File: src/rtl/procyon_victim_wb_queue_if.sv
// Victim enqueue, lookup and write-back bus signals of the victim queue.
// slave = queue side, master = LSU / bus side.
interface procyon_victim_wb_queue_if #(
  parameter int OPTN_ADDR_WIDTH = 32,
  parameter int DC_LINE_WIDTH   = 256
);
  logic                       i_victim_en;
  logic [OPTN_ADDR_WIDTH-1:0] i_victim_addr;
  logic [DC_LINE_WIDTH-1:0]   i_victim_data;
  logic                       o_full;
  logic                       o_empty;
  logic                       o_overflow;
  logic [OPTN_ADDR_WIDTH-1:0] i_lookup_addr;
  logic                       o_lookup_hit;
  logic                       o_wb_req;
  logic [OPTN_ADDR_WIDTH-1:0] o_wb_addr;
  logic [DC_LINE_WIDTH-1:0]   o_wb_data;
  logic                       i_wb_ack;

  modport slave (
    input  i_victim_en, i_victim_addr, i_victim_data,
    input  i_lookup_addr, i_wb_ack,
    output o_full, o_empty, o_overflow, o_lookup_hit,
    output o_wb_req, o_wb_addr, o_wb_data
  );

  modport master (
    output i_victim_en, i_victim_addr, i_victim_data,
    output i_lookup_addr, i_wb_ack,
    input  o_full, o_empty, o_overflow, o_lookup_hit,
    input  o_wb_req, o_wb_addr, o_wb_data
  );
endinterface

File: src/rtl/procyon_victim_wb_queue.sv
// Write-back FIFO for dirty dcache victims: drains entries in order
// over req/ack and answers line-address lookups for the miss path.
module procyon_victim_wb_queue #(
  parameter int OPTN_ADDR_WIDTH   = 32,
  parameter int OPTN_DC_LINE_SIZE = 32,
  parameter int OPTN_VQ_DEPTH     = 4,
  parameter int DC_LINE_WIDTH     = OPTN_DC_LINE_SIZE * 8,
  parameter int VQ_IDX_WIDTH      = $clog2(OPTN_VQ_DEPTH)
) (
  input logic clk,
  input logic rst,
  procyon_victim_wb_queue_if.slave vq
);

  localparam int AW  = OPTN_ADDR_WIDTH;
  localparam int DW  = DC_LINE_WIDTH;
  localparam int IW  = VQ_IDX_WIDTH;
  localparam int CW  = VQ_IDX_WIDTH + 1;
  localparam int OFW = $clog2(OPTN_DC_LINE_SIZE);
  localparam logic [CW-1:0] FULL_CNT = CW'(OPTN_VQ_DEPTH);
  localparam logic [AW-1:0] LINE_MASK = ~AW'((64'd1 << OFW) - 64'd1);

  typedef enum logic {IDLE, BUSY} state_t;

  state_t state_q, state_d;
  logic [OPTN_VQ_DEPTH-1:0] valid_q, valid_d;
  logic [AW-1:0] addr_q [OPTN_VQ_DEPTH];
  logic [DW-1:0] data_q [OPTN_VQ_DEPTH];
  logic [IW-1:0] head_q, head_d;
  logic [IW-1:0] tail_q, tail_d;
  logic [CW-1:0] count_q, count_d;
  logic          req_q, req_d;
  logic [AW-1:0] wb_addr_q, wb_addr_d;
  logic [DW-1:0] wb_data_q, wb_data_d;
  logic          overflow_q, overflow_d;

  logic full, empty, enq, deq, hit;
  logic [AW-1:0] victim_line, lookup_line;

  assign full        = (count_q == FULL_CNT);
  assign empty       = (count_q == '0);
  assign enq         = vq.i_victim_en && !full;
  assign victim_line = vq.i_victim_addr & LINE_MASK;
  assign lookup_line = vq.i_lookup_addr & LINE_MASK;

  always_comb begin
    state_d   = state_q;
    head_d    = head_q;
    req_d     = 1'b0;
    deq       = 1'b0;
    wb_addr_d = wb_addr_q;
    wb_data_d = wb_data_q;
    unique case (state_q)
      IDLE: begin
        if (!empty) begin
          wb_addr_d = addr_q[head_q];
          wb_data_d = data_q[head_q];
          state_d   = BUSY;
        end
      end
      BUSY: begin
        req_d = 1'b1;
        // ack only counts once the request is actually on the bus
        if (req_q && vq.i_wb_ack) begin
          deq     = 1'b1;
          req_d   = 1'b0;
          head_d  = head_q + 1'b1;
          state_d = IDLE;
        end
      end
      default: state_d = IDLE;
    endcase
  end

  always_comb begin
    valid_d = valid_q;
    if (enq) valid_d[tail_q] = 1'b1;
    if (deq) valid_d[head_q] = 1'b0;
    tail_d     = enq ? tail_q + 1'b1 : tail_q;
    count_d    = count_q + CW'(enq) - CW'(deq);
    overflow_d = overflow_q | (vq.i_victim_en && full);
  end

  always_comb begin
    hit = 1'b0;
    for (int i = 0; i < OPTN_VQ_DEPTH; i++) begin
      if (valid_q[i] && (addr_q[i] == lookup_line)) hit = 1'b1;
    end
  end

  always_ff @(posedge clk or posedge rst) begin
    if (rst) begin
      state_q    <= IDLE;
      valid_q    <= '0;
      head_q     <= '0;
      tail_q     <= '0;
      count_q    <= '0;
      req_q      <= 1'b0;
      wb_addr_q  <= '0;
      wb_data_q  <= '0;
      overflow_q <= 1'b0;
    end else begin
      state_q    <= state_d;
      valid_q    <= valid_d;
      head_q     <= head_d;
      tail_q     <= tail_d;
      count_q    <= count_d;
      req_q      <= req_d;
      wb_addr_q  <= wb_addr_d;
      wb_data_q  <= wb_data_d;
      overflow_q <= overflow_d;
    end
  end

  // payload storage is qualified by valid_q, so it needs no reset
  always_ff @(posedge clk) begin
    if (enq) begin
      addr_q[tail_q] <= victim_line;
      data_q[tail_q] <= vq.i_victim_data;
    end
  end

  assign vq.o_full       = full;
  assign vq.o_empty      = empty;
  assign vq.o_overflow   = overflow_q;
  assign vq.o_lookup_hit = hit;
  assign vq.o_wb_req     = req_q;
  assign vq.o_wb_addr    = wb_addr_q;
  assign vq.o_wb_data    = wb_data_q;

endmodule

File: src/flat_wrapper.sv
// flat-port wrapper written by rule: the top's interface ports become plain ports
module procyon_victim_wb_queue_flat 
#(
  parameter int OPTN_ADDR_WIDTH   = 32,
  parameter int OPTN_DC_LINE_SIZE = 32,
  parameter int OPTN_VQ_DEPTH     = 4,
  parameter int DC_LINE_WIDTH     = OPTN_DC_LINE_SIZE * 8,
  parameter int VQ_IDX_WIDTH      = $clog2(OPTN_VQ_DEPTH)
)
  (clk, rst, vq_i_victim_en, vq_i_victim_addr, vq_i_victim_data, vq_i_lookup_addr, vq_i_wb_ack, vq_o_full, vq_o_empty, vq_o_overflow, vq_o_lookup_hit, vq_o_wb_req, vq_o_wb_addr, vq_o_wb_data);
  procyon_victim_wb_queue_if #(.OPTN_ADDR_WIDTH(OPTN_ADDR_WIDTH), .DC_LINE_WIDTH(DC_LINE_WIDTH)) vq_i ();
  input logic clk;
  input logic rst;
  input wire logic [$bits(vq_i.i_victim_en)-1:0] vq_i_victim_en;
  input wire logic [$bits(vq_i.i_victim_addr)-1:0] vq_i_victim_addr;
  input wire logic [$bits(vq_i.i_victim_data)-1:0] vq_i_victim_data;
  input wire logic [$bits(vq_i.i_lookup_addr)-1:0] vq_i_lookup_addr;
  input wire logic [$bits(vq_i.i_wb_ack)-1:0] vq_i_wb_ack;
  output wire logic [$bits(vq_i.o_full)-1:0] vq_o_full;
  output wire logic [$bits(vq_i.o_empty)-1:0] vq_o_empty;
  output wire logic [$bits(vq_i.o_overflow)-1:0] vq_o_overflow;
  output wire logic [$bits(vq_i.o_lookup_hit)-1:0] vq_o_lookup_hit;
  output wire logic [$bits(vq_i.o_wb_req)-1:0] vq_o_wb_req;
  output wire logic [$bits(vq_i.o_wb_addr)-1:0] vq_o_wb_addr;
  output wire logic [$bits(vq_i.o_wb_data)-1:0] vq_o_wb_data;
  assign vq_i.i_victim_en = vq_i_victim_en;
  assign vq_i.i_victim_addr = vq_i_victim_addr;
  assign vq_i.i_victim_data = vq_i_victim_data;
  assign vq_i.i_lookup_addr = vq_i_lookup_addr;
  assign vq_i.i_wb_ack = vq_i_wb_ack;
  assign vq_o_full = vq_i.o_full;
  assign vq_o_empty = vq_i.o_empty;
  assign vq_o_overflow = vq_i.o_overflow;
  assign vq_o_lookup_hit = vq_i.o_lookup_hit;
  assign vq_o_wb_req = vq_i.o_wb_req;
  assign vq_o_wb_addr = vq_i.o_wb_addr;
  assign vq_o_wb_data = vq_i.o_wb_data;
  procyon_victim_wb_queue #(.OPTN_ADDR_WIDTH(OPTN_ADDR_WIDTH), .OPTN_DC_LINE_SIZE(OPTN_DC_LINE_SIZE), .OPTN_VQ_DEPTH(OPTN_VQ_DEPTH), .DC_LINE_WIDTH(DC_LINE_WIDTH), .VQ_IDX_WIDTH(VQ_IDX_WIDTH)) u_core (.clk(clk), .rst(rst), .vq(vq_i));
endmodule
File: config.mk
export PLATFORM = sky130hd
export DESIGN_NAME = procyon_victim_wb_queue_flat
export DESIGN_NICKNAME = d
export VERILOG_FILES = /design/src/rtl/procyon_victim_wb_queue_if.sv /design/src/rtl/procyon_victim_wb_queue.sv /design/src/flat_wrapper.sv
export SDC_FILE = /design/constraint.sdc
export NUM_CORES = 2
export LEC_CHECK = 0
export ABC_AREA = 1
export CAP_MARGIN = 25
export CELL_PAD_IN_SITES_DETAIL_PLACEMENT = 1
export CELL_PAD_IN_SITES_GLOBAL_PLACEMENT = 2
export CORE_UTILIZATION = 30
export DETAILED_ROUTE_END_ITERATION = 8
export GPL_TIMING_DRIVEN = 1
export PLACE_DENSITY_LB_ADDON = 0.1
export SETUP_SLACK_MARGIN = 0.02
export SKIP_CTS_REPAIR_TIMING = 1
export SLEW_MARGIN = 20
export SYNTH_ARGS = -nofsm -noshare
export SYNTH_HDL_FRONTEND = slang
export SYNTH_SLANG_ARGS = --single-unit
File: constraint.sdc
create_clock -name clk -period 16.3 [get_ports clk]
set_input_delay 1.63 -clock clk [delete_from_list [all_inputs] [get_ports clk]]
set_output_delay 1.63 -clock clk [all_outputs]
set_load 0.05 [all_outputs]
==> summary.txt <==
Run status
  – Outcome: finished clean

Placed design
  – Final GP Congestion: around 0.75
  – Hpwl dp: approximately 99,000 um
  – Port bufs: roughly 600
  – Dpl ws: around 10000 ps
  – DP Cell Count: 7,166

Timing
  – Clock skew: around 32 ps
  – Worst-margin pin slew: roughly 1100 ps
  – Fin crit share: about 35%
  – Final Hold Vio Count: 0
  – Max Slew Vio Count: 0
  – Setup WS post-layout: 10,540 ps
  – RSZ-0062 raised after global routing: no
  – Clock period minus worst slack: between 5000 and 6000 ps
  – # setup viols final: 0
  – Setup TNS: 0 ps
  – Headroom to the max-slew limit: between 20 and 30%
  – Peak Freq: ~0.17 GHz

GRT
  – GRT Util Overall: between 10% and 20%
  – Vias in the first global route: 35,600
  – Gr ovfl total: 0
  – Initial antenna violation count: between 50 and 60
  – Global-route wire length before repair: between 200,000 and 250,000 um
  – Largest net degree at the start of global routing: between 150 and 200

Layout
  – # nets final: approximately 5,300
  – Area growth, synth to finish: 24.9%
  – Layout cell share with drive strength beyond 1: under 10%
  – Cell Count, Final, Fillers Out: roughly 7,500

Die
  – FP Rows: around 160
  – # IOs: just over 600
  – Die Width: approximately 430 um
  – Core area: 181,000 um2
  – Initial Utilization: between 30% and 40%
  – Die Y: roughly 430 um
  – Die area: ~180,000 um2

Detailed routing
  – Routed Antenna Nets: 0
  – 1st-iter DRT viols: roughly 1,500
  – Via density: between 4 and 5
  – Wirelength per Cell: between 20 and 25 um
  – Drt drc: 0
  – Pre-antenna DRT Iters: 5
  – Via count: between 30,000 and 40,000
  – Total routed wirelength: approximately 170,000 um

Synth
  – Post-synth top flop: edfxtp_1
  – Seq/Total Area, Yosys: around three quarters
  – Async set or reset register ratio after synthesis: slightly above 20%
  – Netlist Area Pre-Place: about 55,000 um2
  – Area leader, netlist: edfxtp_1
  – Synth Register Bits: 1,429
  – Most frequent cells after synthesis: nor2_1, edfxtp_1, o21ai_0
  – Top cells by area, synth: edfxtp_1, dfrtp_1, nor2_1, o21ai_0, a31oi_1
  – Count leader, synth: nor2_1
  – Ys Warns: 0
  – Post-Synthesis Cells: roughly 4,400
  – Synth top area share: around 62%
  – Post-synth EDFFs: approximately 1,100
  – Netlist cell types: 31
  – Syn_area_per_cell: ~12 um2

Clock tree
  – Clk pin slew, worst setup/hold paths: roughly 50 ps
  – Worst skew pair latency: ~800 ps
  – Number of H-tree levels: 4
  – Total CTS buffers: ~170
  – TritonCTS clock tree: done
  – Root buffer cell: clkbuf_16
  – Clock buffer depth: 3
  – Clk sinks: roughly 1,400

Power and ir drop
  – Pwr Density: roughly 210 nW/um2
  – Worst vdd rail ir drop: between 150 and 200 uV
  – Leakage: around 24 nW
  – Power, Total: between 10 and 15 mW

Worst setup path
  – Buf+Inv Stages, Crit Path: 3
  – WP depth: 12
  – Capturing element type of the critical path: output port
  – Worst-path cell chain: clkdlybuf4s50_1, inv_1, nand2_1, nand2_1, nor2_1, nand2_1, nor2_1, nand2_1, nor2_1, nor2_1, nand2_1, clkdlybuf4s50_1
  – Maximum fanout along the worst path: 5
  – Critical path type: input port to output port
  – CP max stage cell: clkdlybuf4s50_1
  – CP delay by family, top: buffers and inverters
  – CP startpoint kind: input port
  – Reg2reg path depth: 9
  – Critical Path Max Stage Delay: between 800 and 900 ps
  – CP required: between 10,000 and 15,000 ps
  – WP data arrival: between 4000 and 5000 ps
  – Crit path top cell by count: nand2_1

Hold path
  – WHS Path Cells: 1
  – Worst hold-check path type: register to register

Job
  – Max cap viols: 0
==> final cells by class <==
| cell class | count | area [um2] |
|---|---|---|
| Multi-Input combinational cell | 2605 | 11700 |
| Fill cell | 19100 | 113000 |
| Inverter | 113 | 455 |
| Clock inverter | 59 | 641 |
| Sequential cell | 1429 | 41400 |
| Timing Repair Buffer | 650 | 6560 |
| Tap cell | 2370 | 2970 |
| Clock buffer | 253 | 4780 |
| Antenna cell | 6 | 15.0 |
==> final timing paths <==
| path | from | end | slack, ps |
|---|---|---|---|
| worst max register to register | u_core.count_q[1] | u_core.data_q[2][132] | 11610 |
| min in group asynchronous | rst | u_core.vq.o_wb_data[11] | 1310 |
| max in group asynchronous | rst | u_core.vq.o_wb_data[98] | 12020 |
| worst max-delay path | vq_i_lookup_addr[25] | vq_o_lookup_hit | 10540 |
| worst min register to register | u_core.vq.o_overflow | u_core.vq.o_overflow | 460 |
| worst min-delay path | u_core.vq.o_overflow | u_core.vq.o_overflow | 460 |
==> worst register-to-register path, cell delays in order, from the launching register on <==
cell     delay [ps]
dfrtp_1         420
inv_1           100
nand2_1          60
nor2_1           70
inv_1            60
nand2_1         280
nor2_4          720
buf_4           840
buf_4           830
buf_4           890
==> per-stage QoR <==
step	util, %	cell area [um2]	hold WS, ps
2_1_floorplan	-	54900	498
3_3_place_gp	34.8	63000	439
3_5_place_dp	34.8	63100	452
4_1_cts	37.8	68500	464
5_1_grt	37.8	68500	483
6_report	37.8	68500	455
==> layer usage <==
layer  GRT usage [%]  share of wire [%]
met3            3.98                4.1
met5               0              0.098
met2            33.2                 53
met4            5.78                2.8
met1            21.2                 40
==> placed cells by master, fill, tap and decap left out, types with 3 or more instances in the layout <==
master	count
a21oi_1	39
a2bb2oi_1	4
a31oi_1	283
buf_12	11
buf_4	36
bufinv_16	8
clkbuf_1	60
clkbuf_16	169
clkbuf_8	24
clkdlybuf4s50_1	601
clkinv_1	14
clkinv_16	3
clkinv_2	20
clkinv_8	4
clkinvlp_4	5
conb_1	5
dfrtp_1	295
diode_2	6
edfxtp_1	1132
ha_1	10
inv_1	110
inv_6	4
nand2_1	245
nand3_1	4
nand4_1	3
nor2_1	1381
nor2_4	4
o211ai_1	11
o21ai_0	573
o21ai_1	3
xnor2_1	28
xor2_1	4
==> logic make-up after synthesis <==
family | Yosys count | share of synthesized area [%]
other | 1 | 0.00684
xor gates and xnor gates | 32 | 0.511
DFF | 1429 | 75.5
AOI/OAI and AO/OA | 916 | 9.09
buffers and inverters | 371 | 3.28
and+or+nand+nor | 1641 | 11.3
adders and majority gates | 11 | 0.265
==> state kept, by name (all words and copies together) (netlist names) <==
signal and cells:
u_core.data_q 1024, u_core.vq.o_wb_data 256, u_core.addr_q 108, u_core.vq.o_wb_addr 27
u_core.valid_q 4, u_core.count_q 3, u_core.head_q 2, u_core.tail_q 2
u_core.state_q 1, u_core.vq.o_overflow 1, u_core.vq.o_wb_req 1
==> power breakdown <==
part / switching (mW) / internal [mW] / total, mW
Combinational: 3.87 / 1.51 / 5.38
Clock: 1.51 / 2.16 / 3.67
Sequential: 0.388 / 4.97 / 5.35
(Power assumes the default switching activity.)
